$ cat src/rtl/cpu_pkg.sv
// Shared definitions for the CPU sequencer: state encoding, special opcodes
// and the bit positions of the decoded control flags.
package cpu_pkg;

    typedef enum logic [1:0] {
        ST_IDLE  = 2'd0,
        ST_FETCH = 2'd1,
        ST_EXEC  = 2'd2,
        ST_HALT  = 2'd3
    } state_e;

    localparam logic [3:0] OP_HALT = 4'hF;
    localparam logic [3:0] OP_JMP  = 4'hE;

    localparam int CF_LDI = 0;
    localparam int CF_RE  = 1;
    localparam int CF_WE  = 2;

endpackage

$ cat src/rtl/mem_byte_lane.sv
// Byte-lane handling for the 16-bit memory word: merges a store byte into
// the addressed lane and selects the addressed byte for loads.
module mem_byte_lane (
    input  logic        lane,
    input  logic [15:0] rdata,
    input  logic [7:0]  wbyte,
    output logic [15:0] wdata,
    output logic [7:0]  rbyte
);

    assign wdata = lane ? {wbyte, rdata[7:0]} : {rdata[15:8], wbyte};
    assign rbyte = lane ? rdata[15:8] : rdata[7:0];

endmodule

$ cat src/rtl/cpu_sequencer.sv
// Fetch/execute sequencer for a small 16-bit-instruction CPU: drives the
// shared memory port, the register file write port and the program counter.
module cpu_sequencer
    import cpu_pkg::*;
#(
    parameter int PC_W     = 7,
    parameter int RESET_PC = 0
) (
    input  logic            clk,
    input  logic            rst_n,
    input  logic            run,
    input  logic            step,
    input  logic            mem_ready,
    input  logic [15:0]     mem_rdata,
    input  logic [2:0]      ctrl_flags,
    input  logic [7:0]      reg_o1,
    input  logic [7:0]      reg_o2,
    input  logic [7:0]      alu_out,
    output logic [7:0]      mem_addr,
    output logic            mem_we,
    output logic [15:0]     mem_wdata,
    output logic [15:0]     inst,
    output logic [PC_W-1:0] pc,
    output logic            reg_we,
    output logic [7:0]      reg_wdata,
    output logic            halted
);

    state_e          state_q, state_d;
    logic [PC_W-1:0] pc_q, pc_d;
    logic [15:0]     inst_q, inst_d;
    logic [PC_W:0]   fetch_addr;
    logic [7:0]      load_byte;
    logic [3:0]      opcode;
    logic            mem_we_raw, reg_we_raw, done;

    assign opcode     = inst_q[15:12];
    assign fetch_addr = {pc_q, 1'b0};

    always_comb begin
        mem_addr = '0;
        if (state_q == ST_FETCH)     mem_addr = 8'(fetch_addr);
        else if (state_q == ST_EXEC) mem_addr = reg_o1;
    end

    mem_byte_lane u_lane (
        .lane  (mem_addr[0]),
        .rdata (mem_rdata),
        .wbyte (reg_o2),
        .wdata (mem_wdata),
        .rbyte (load_byte)
    );

    always_comb begin
        state_d    = state_q;
        pc_d       = pc_q;
        inst_d     = inst_q;
        mem_we_raw = 1'b0;
        reg_we_raw = 1'b0;
        reg_wdata  = '0;
        done       = 1'b0;
        case (state_q)
            ST_IDLE: if (run || step) state_d = ST_FETCH;
            ST_FETCH: begin
                if (mem_ready) begin
                    inst_d  = mem_rdata;
                    pc_d    = pc_q + PC_W'(1);
                    state_d = ST_EXEC;
                end
            end
            ST_EXEC: begin
                if (opcode == OP_HALT) begin
                    state_d = ST_HALT;
                end else begin
                    done = 1'b1;
                    // Store outranks every other flag; multi-cycle ops wait on mem_ready.
                    if (opcode == OP_JMP) begin
                        pc_d = inst_q[PC_W-1:0];
                    end else if (ctrl_flags[CF_WE]) begin
                        mem_we_raw = 1'b1;
                        done       = mem_ready;
                    end else if (ctrl_flags[CF_LDI]) begin
                        reg_we_raw = 1'b1;
                        reg_wdata  = inst_q[7:0];
                    end else if (ctrl_flags[CF_RE]) begin
                        reg_we_raw = mem_ready;
                        reg_wdata  = load_byte;
                        done       = mem_ready;
                    end else begin
                        reg_we_raw = 1'b1;
                        reg_wdata  = alu_out;
                    end
                    if (done) state_d = run ? ST_FETCH : ST_IDLE;
                end
            end
            default: ;
        endcase
    end

    // Reset aborts an in-flight access, so no write escapes in the reset cycle.
    assign mem_we = mem_we_raw & rst_n;
    assign reg_we = reg_we_raw & rst_n;
    assign inst   = inst_q;
    assign pc     = pc_q;
    assign halted = (state_q == ST_HALT);

    always_ff @(posedge clk) begin
        if (!rst_n) begin
            state_q <= ST_IDLE;
            pc_q    <= PC_W'(RESET_PC);
            inst_q  <= '0;
        end else begin
            state_q <= state_d;
            pc_q    <= pc_d;
            inst_q  <= inst_d;
        end
    end

endmodule

$ cat config.mk
export PLATFORM = sky130hd
export DESIGN_NAME = cpu_sequencer
export DESIGN_NICKNAME = d
export VERILOG_FILES = /design/src/rtl/cpu_pkg.sv /design/src/rtl/mem_byte_lane.sv /design/src/rtl/cpu_sequencer.sv
export SDC_FILE = /design/constraint.sdc
export NUM_CORES = 1
export LEC_CHECK = 0
export CAP_MARGIN = 10
export CORE_MARGIN = 1
export CORE_UTILIZATION = 34
export CTS_BUF_LIST = sky130_fd_sc_hd__clkbuf_4 sky130_fd_sc_hd__clkbuf_8 sky130_fd_sc_hd__clkbuf_16
export CTS_CLUSTER_SIZE = 8
export DETAILED_ROUTE_END_ITERATION = 8
export HOLD_SLACK_MARGIN = 0.03
export PLACE_DENSITY_LB_ADDON = 0.2
export SLEW_MARGIN = 10
export SYNTH_ARGS = -nofsm -noshare
export SYNTH_HDL_FRONTEND = slang
export SYNTH_SLANG_ARGS = --single-unit
$ cat constraint.sdc
create_clock -name clk -period 1.95 [get_ports clk]
set_clock_uncertainty 0.2 [all_clocks]
set_input_delay 0.4875 -clock clk [delete_from_list [all_inputs] [get_ports clk]]
set_output_delay 0.4875 -clock clk [all_outputs]
set_load 0.02 [all_outputs]
# Word-level counts from Yosys, hierarchy flattened
# Index checks and enable logic that the tools add are counted.
# Widths: inputs -> output; s select.
op_classes:
  n_addsub: 1
  n_eq_ne: 10
  mux: 34
  bitwise_logic: 2
  reduce_logical: 7
op_table:
  columns: ["operator", "count"]
  rows:
  - ["$mux 8", 9]
  - ["$mux 7", 3]
  - ["$mux 16", 1]
  - ["$mux 1", 15]
  - ["$pmux 7 s2", 1]
  - ["$eq 4x4->1 const B", 2]
  - ["$mux 2", 4]
  - ["$reduce_and 4->1", 2]
  - ["$add 7x1->7 const B", 1]
  - ["$ne 2x2->1 const B", 3]
  - ["$pmux 2 s3", 1]
  - ["$eq 2x2->1 const B", 2]
  - ["$ne 3x1->1 const B", 1]
  - ["$reduce_bool 3->1", 1]
  - ["$and 1x1->1", 2]
  - ["$eq 2x1->1 const B", 1]
  - ["$logic_not 2->1", 1]
  - ["$ne 2x1->1 const B", 1]
  - ["$reduce_and 2->1", 1]
  - ["$reduce_bool 2->1", 1]
  - ["$logic_or 1x1->1", 1]
word_totals:
  regBits: 25
  inputBits: 48
  word_cells: 57

# Logic depth before layout (Yosys ltp)
# Gate-level depths: netlist (run 1).
depth:
  depth_word: 10
  depth_mapped: 8
  depth_no_buf: 6

# By module
# From an unflattened synthesis (run 1), not the netlist that was laid out.
unflattened:
  cells_unflattened: 236
  area_unflattened_um2: 1970.6
modules_own_cells:
  columns: ["module", "instances", "cells_per_inst", "area_per_inst_um2", "seq_area_each_um2"]
  rows:
  - ["cpu_sequencer", 1, 209, 1574.0, 500.5]
  - ["mem_byte_lane", 1, 27, 396.6, 0.0]

# Least setup slack after synthesis (run 1)
# No wires, ideal clock.
synth_timing:
  kind: "input-to-output"
  startpoint: "input port ctrl_flags[1]"
  endpoint: "output port reg_we"
  arrival_time_ns: 1.926
  path_slack_ns: -0.663
  cell_stages: 3
  cell_sequence: "clkbuf_1 -> nor2b_1 -> a2111oi_0"
synth_between:
  elab_chain_len: 7
synth_rtl:
  columns: ["item", "line_no", "text"]
  rows:
  - ["from (decl)", "cpu_sequencer.sv:15", "input logic [2:0] ctrl_flags,"]
  - ["$mux 1", "cpu_sequencer.sv:85", "end else if (ctrl_flags[CF_RE]) begin"]
  - ["$mux 1", "cpu_sequencer.sv:82", "end else if (ctrl_flags[CF_LDI]) begin"]
  - ["$mux 1", "cpu_sequencer.sv:79", "end else if (ctrl_flags[CF_WE]) begin"]
  - ["$mux 1", "cpu_sequencer.sv:77", "if (opcode == OP_JMP) begin"]
  - ["$mux 1", "cpu_sequencer.sv:72", "if (opcode == OP_HALT) begin"]
  - ["$mux 1", "cpu_sequencer.sv:62", "case (state_q)"]
  - ["$and 1x1->1", "cpu_sequencer.sv:102", "assign reg_we = reg_we_raw & rst_n;"]
  - ["to (decl)", "cpu_sequencer.sv:24", "output logic reg_we,"]
# No other way between the ends.

# Final worst setup path (run 1)
layout_timing:
  startpoint: "register state_q[1]"
  endpoint: "output port reg_wdata[1]"
layout_between:
  elab_chain_len: 10
  elab_cells_between_ends: 11
  classes_between: "eq/ne: 2; mux: 9"
layout_rtl:
  columns: ["item", "line_no", "text"]
  rows:
  - ["from (decl)", "cpu_sequencer.sv:29", "state_e state_q, state_d;"]
  - ["from (signal assigned)", "cpu_sequencer.sv:113", "state_q <= state_d;"]
  - ["$eq 2x2->1", "cpu_sequencer.sv:43, cpu_sequencer.sv:62", null]
  - ["$mux 8", "cpu_sequencer.sv:43", "else if (state_q == ST_EXEC) mem_addr = reg_o1;"]
  - ["$mux 8", "cpu_sequencer.sv:42", "if (state_q == ST_FETCH) mem_addr = 8'(fetch_addr);"]
  - ["$mux 8", "mem_byte_lane.sv:12", "assign rbyte = lane ? rdata[15:8] : rdata[7:0];"]
  - ["$mux 8", "cpu_sequencer.sv:85", null]
  - ["$mux 8", "cpu_sequencer.sv:82", null]
  - ["$mux 8", "cpu_sequencer.sv:79", null]
  - ["$mux 8", "cpu_sequencer.sv:77", null]
  - ["$mux 8", "cpu_sequencer.sv:72", null]
  - ["$mux 8 (*)", "cpu_sequencer.sv:62", null]
  - ["to (decl)", "cpu_sequencer.sv:25", "output logic [7:0] reg_wdata,"]
# Mark *: on every way between the ends. The rest lies on a longest branch, timed or not.

==> run summary, run 1 <==
Netlist Area Pre-Place -> 1790 sq um
Via density -> 5.15
Switch Pwr -> 0.666 mW
Outcome -> complete, but fails checks
Critical path class -> reg -> out
Max_slew headroom -> 0.740
Most common cell in the netlist -> nand2_1
Clock Path Buffers -> 2
WL/cell -> 15.4 um
Finished Cell Area -> 3720 sq um
Total wire length -> 7040 um
Setup WS pre-CTS -> -1.01 ns
Leakage -> 1.77 nW
Clock sink total -> 25
Register area share after synthesis -> 0.279
Mapped Nets -> 280
Iteration-0 DRC Markers -> 156
Logic pwr share -> 0.500
Synth unique cells -> 43
Primary FF master, synth -> dfxtp_1
ANT nets after route -> 0
Yosys warning count -> 0
H-Tree Depth -> 1
Max_cap viols -> 0
Final setup margin -> -0.649 ns
DP HPWL -> 4980 um
Number of global-route vias before repair -> 2298
Peak supply drop -> 0.308 mV
Core area -> 5110 sq um
RSZ-0062 raised after global routing -> yes
CP Capture Type -> primary output
Crit path time final -> 2.60 ns
GR Overflow Total -> 0
Initial DRT Pass Iterations -> 4
All-Layer GR Usage -> 0.258
Clock share of power -> 0.174
Die area -> 5570 sq um
# port buffers -> 105
Ranking of synthesized cells by area -> dfxtp_1 (28%), mux2_2 (10%), nand2_1 (9.4%)
# nets final -> 440
Die H -> 74.6 um
Final period util -> 1.33
Post-synth EDFFs -> 0
Failing checks -> setup timing
Share of layout cells above drive strength 1 -> 0.378
Global-route wire length before repair -> 10800 um
Required @ worst endpoint -> 1.26 ns
Area Overhead vs Synth -> 108%
GPL Wtd Cong -> 0.799
Synth area leader -> dfxtp_1
Peak Freq -> 385 MHz
Seq cells post-synth -> 25
Pwr dens -> 496 nW/um^2
FFs w/ async S/R, synth -> 0
Num rows -> 26
CTS root buf -> clkbuf_8
Fin. max-slew vios -> 0
Number of remaining DRC errors -> 0
Syn avg cell area -> 7.90 sq um
WP data arrival -> 1.91 ns
Antenna violations before repair -> 0
Post-layout power -> 1.85 mW
Synth top area share -> 0.279
Least-Margin Pin Slew -> 0.390 ns
Part of the power in registers -> 0.326
Antenna cell count -> 0
Syn Inst Count -> 227
Sw frac -> 0.361
Pint -> 1.18 mW
Crit Path Max Fanout -> 8
Die width -> 74.6 um
Final hold vios -> 0
Initial Utilization -> 0.351
Cell Area, Placed -> 3400 sq um
Largest net degree at the start of global routing -> 24
Vias -> 2349
Startpoint Class -> flop
CTS tree -> done
Commonest cells in the netlist -> nand2_1 (45), a21oi_1 (30), dfxtp_1 (25), nor2_1 (18), a22o_1 (17)
Clock transition at the registers of the reported paths -> 0.10 ns
Hold crit path type -> reg -> reg
Worst skew pair latency -> 0.27 ns
CTS Buf Count -> 3
Io pins -> 106
Final setup fails -> 34
-- placed cells by master, fill, tap and decap left out, drive strengths merged, types with 8 or more instances in the layout --
cell           instances
dlygate4sd2           22
a21oi                 30
clkdlybuf4s50         44
nand2                 45
dfxtp                 25
buf                   98
a22o                  17
mux2                  16
inv                    8
mux2i                 11
nor2                  18
-- final cells by class --
class                      instances  area (sq um)
timing repair buffer             169          1680
fill                             428          1380
multi-input combinational        180          1350
sequential                        25           508
tap                               70          87.6
inverter                           8          42.5
clock buffer                       3          41.3
clock inverter                     1          7.51
-- flip-flops by register name (all words and copies together), names as in the netlist --
register,flops
state_q,2
pc,7
inst,16
-- what timing repair did --
action | CTS | global route
setup endpoints to repair | 55 | 46
hold endpoints to repair | 0 | 0
pin swaps | 12 | 8
buffers inserted | 8 | 2
hold buffers | 0 | 0
gates cloned | 2 | 0
gates resized for setup | 242 | 24
-- worst paths after layout --
path | startpoint | to | slack [ns] | cells after the start
worst max-delay path | state_q[1] | reg_wdata[1] | -0.65 | 9
worst min-delay path | inst[10] | inst[10] | 0.26 | 2
worst max register to register | state_q[0] | pc[0] | 0.04 | 8
worst min register to register | inst[10] | inst[10] | 0.26 | 2
-- stage by stage --
stage,setup TNS (ns),std cells,utilization,hold WS (ns)
2_1_floorplan,-2.98,227,-,0.279
3_3_place_gp,-30.44,440,0.666,0.243
3_5_place_dp,-30.93,440,0.666,0.254
4_1_cts,-17.26,454,0.711,0.267
5_1_grt,-19.57,456,0.729,0.288
6_report,-17.19,456,0.729,0.260
-- layer usage --
layer | GRT usage | wire length [um]
met5 | 0 | 0
met4 | 0.103 | 182
met3 | 0.0629 | 490
met2 | 0.466 | 3550
met1 | 0.290 | 2810
-- worst max-delay path, stage by stage, from the launching register on --
cell	delay, ns
dfxtp_4	0.39
inv_4	0.05
ha_4	0.16
nand3b_1	0.16
buf_6	0.15
buf_12	0.14
mux2i_1	0.15
a21oi_1	0.10
a22o_4	0.22
buf_6	0.12
-- power groups by stage --
stage          clock [mW]  combinational (mW)  sequential (mW)
2_1_floorplan           0               0.344            0.659
3_3_place_gp            0               0.819            0.609
3_5_place_dp            0               0.828            0.611
4_1_cts             0.334               0.886            0.600
5_1_grt             0.355               0.986            0.608
6_report            0.322               0.923            0.601
-- logic make-up (layout without fill, tap and decap cells) --
group / count (synthesis) / after routing / share of synthesized area
AND/OR/NAND/NOR: 79 / 79 / 0.202
AO/OA/AOI/OAI: 69 / 69 / 0.263
multiplexers: 27 / 27 / 0.162
flip-flops: 25 / 25 / 0.279
buffers and inverters: 22 / 181 / 0.0593
adder cells (fa/ha/maj): 5 / 5 / 0.0349
Power figures use the tool's default switching activity.
==> inputs of run 2 (changes only) <==
- HOLD_SLACK_MARGIN: 0.03 -> 0.06
==> results of run 2 <==
Same layout as run 1: the final DEF is identical, and so are final timing and power.
==> inputs of run 3 (changes only) <==
- CORE_MARGIN: 1 -> 4
- PLACE_DENSITY: not set -> 0.77
- PLACE_DENSITY_LB_ADDON: 0.2 -> not set
==> run 3 against run 2 <==
Compared with the run above:
- the run still ends with setup timing left
- final cell count is 0.88% higher
- sequential power hardly changed
- sequential share of layout area is 0.45 points lower
- clock power is 6% higher
- register-to-register slack worse by 0.03 ns
- first-iteration DRC count is 46% lower
- global-route usage is 2.4 points lower
- largest power group unchanged
- via count is 1.9% higher
- combinational power is 9% higher
- total power is 5.8% higher
- largest cell class unchanged
==> run summary, run 3 (synthesis gave the netlist of run 1 again) <==
Outcome -> complete, but fails checks
Failing checks -> setup timing
Critical Path Slowest Stage Cell -> dfxtp_4
Max_cap viols -> 0
Final setup margin -> -0.638 ns
WP data arrival -> 1.90 ns
Total wire length -> 7920 um
Switch Pwr -> 0.711 mW
Largest net degree at the start of global routing -> 24
Vias -> 2393
Max_slew headroom -> 0.778
Share of layout cells above drive strength 1 -> 0.408
Via density -> 5.20
Logic pwr share -> 0.519
Antenna cell count -> 0
Worst hold slack -> 0.263 ns
Pwr dens -> 507 nW/um^2
Startpoint Class -> flop
Cell Area, Placed -> 3390 sq um
CTS tree -> done
CTS root buf -> clkbuf_8
Clock transition at the registers of the reported paths -> 0.10 ns
Area Overhead vs Synth -> 115%
Io pins -> 106
Critical-path cell list -> inv_4 -> ha_4 -> nand3b_1 -> buf_6 -> buf_12 -> mux2i_1 -> a21oi_1 -> a22o_4 -> buf_6
Worst R2R End -> pc[6]
Max reg flops -> 16
Pint -> 1.24 mW
CP Capture Type -> primary output
Fin. max-slew vios -> 0
Core area -> 5110 sq um
Hold Startpoint -> inst[11]
GPL Wtd Cong -> 0.786
# nets final -> 444
Antenna violations before repair -> 0
DP HPWL -> 5440 um
RSZ-0062 raised after global routing -> yes
Die area -> 6500 sq um
Most frequent cells in the layout -> buf_4 (50), buf_6 (44), clkdlybuf4s50_1 (43)
Crit Path Max Fanout -> 8
Part of the power in registers -> 0.307
Crit path time final -> 2.59 ns
# port buffers -> 105
Hold_buf cts -> 0
CP most frequent cell -> buf_6
Leakage -> 1.89 nW
H-Tree Depth -> 1
Required @ worst endpoint -> 1.26 ns
Worst r2r src -> state_q[0]
Final hold vios -> 0
Hold path endpoint -> inst[11]
Fin Setup TNS -> -16.73 ns
Iteration-0 DRC Markers -> 84
Final setup fails -> 34
Number of remaining DRC errors -> 0
Num rows -> 26
CTS Buf Count -> 3
Post-layout power -> 1.95 mW
Number of global-route vias before repair -> 2492
Commonest non-fill, non-tap cell in the layout -> buf_4
Finished Core Util -> 0.754
Peak supply drop -> 0.398 mV
R2r setup slk -> 0.01 ns
ANT nets after route -> 0
Worst skew pair latency -> 0.27 ns
Hold depth -> 2
Hold crit path type -> reg -> reg
Finished Layout Cells -> 460
Peak Freq -> 386 MHz
All-Layer GR Usage -> 0.233
Initial DRT Pass Iterations -> 4
GR Overflow Total -> 0
WL/cell -> 17.2 um
Setup WS pre-CTS -> -0.998 ns
Worst R2R Path Depth -> 9
Die H -> 80.6 um
Clock Path Buffers -> 2
Largest stage delay on the critical path -> 0.39 ns
Critical path class -> reg -> out
Finished Cell Area -> 3850 sq um
Die width -> 80.6 um
Final period util -> 1.33
Clock sink total -> 25
Placed cell count -> 440
Least-Margin Pin Slew -> 0.333 ns
Initial Utilization -> 0.351
Sw frac -> 0.364
Clock share of power -> 0.174
Global-route wire length before repair -> 11900 um
## run 3: changes by cell type in the layout (fill, tap and decap cells not counted), moves of 2 or more
cell,change
buf_4,-4
a21oi_2,+3
dlygate4sd2_1,-2
nand2_4,+3
dlymetal6s2s_1,+3
a21oi_1,-3
nand2_1,-3
buf_6,+9
## run 3: power groups by stage
stage	logic, mW	clock network [mW]	registers (mW)
6_report	1.01	0.340	0.601
5_1_grt	1.08	0.353	0.606
4_1_cts	0.941	0.333	0.601
3_5_place_dp	0.835	0	0.610
3_3_place_gp	0.826	0	0.608
2_1_floorplan	0.344	0	0.659
## run 3: how the worst max path moves through the flow
stage	start	endpoint	slack [ns]	cells past startpoint
after global placement	reg_o1[0]	reg_wdata[5]	-0.98	7
after global routing	state_q[1]	reg_wdata[0]	-0.70	9
after CTS	state_q[1]	reg_wdata[6]	-0.62	9
final	state_q[1]	reg_wdata[1]	-0.64	9
after floorplan	state_q[1]	reg_wdata[3]	-0.19	8
after detailed placement	reg_o1[0]	reg_wdata[6]	-1.0	7
## run 3: what timing repair did
| item | CTS | global route |
|---|---|---|
| setup buffers | 12 | 4 |
| endpoints found under the setup margin | 52 | 50 |
| resized for setup | 257 | 34 |
| cloned | 2 | 0 |
| endpoints found under the hold margin | 0 | 0 |
| pin swaps | 18 | 17 |
## run 3: critical path, delay by kind of cell, from the launching register on
kind / cells / cell delay [ns]
DFF: 1 / 0.39
and+or+nand+nor: 1 / 0.16
adders and majority gates: 1 / 0.15
AOI/OAI and AO/OA: 2 / 0.32
muxes: 1 / 0.16
buffers and inverters: 4 / 0.44
## run 3: cell type report
cell class | instances | area, sq um
Inverter | 8 | 47.5
Fill cell | 371 | 1260
Timing Repair Buffer | 173 | 1750
Multi-Input combinational cell | 180 | 1410
Tap cell | 70 | 87.6
Clock buffer | 4 | 48.8
Sequential cell | 25 | 508
## run 3: per-layer routing
metal,vias to the layer above,share of wire,track usage
met2,114,0.52,0.450
met4,0,0.013,0.0422
met5,-,0,0
met3,12,0.095,0.0706
met1,1120,0.38,0.249
li1,1147,-,-
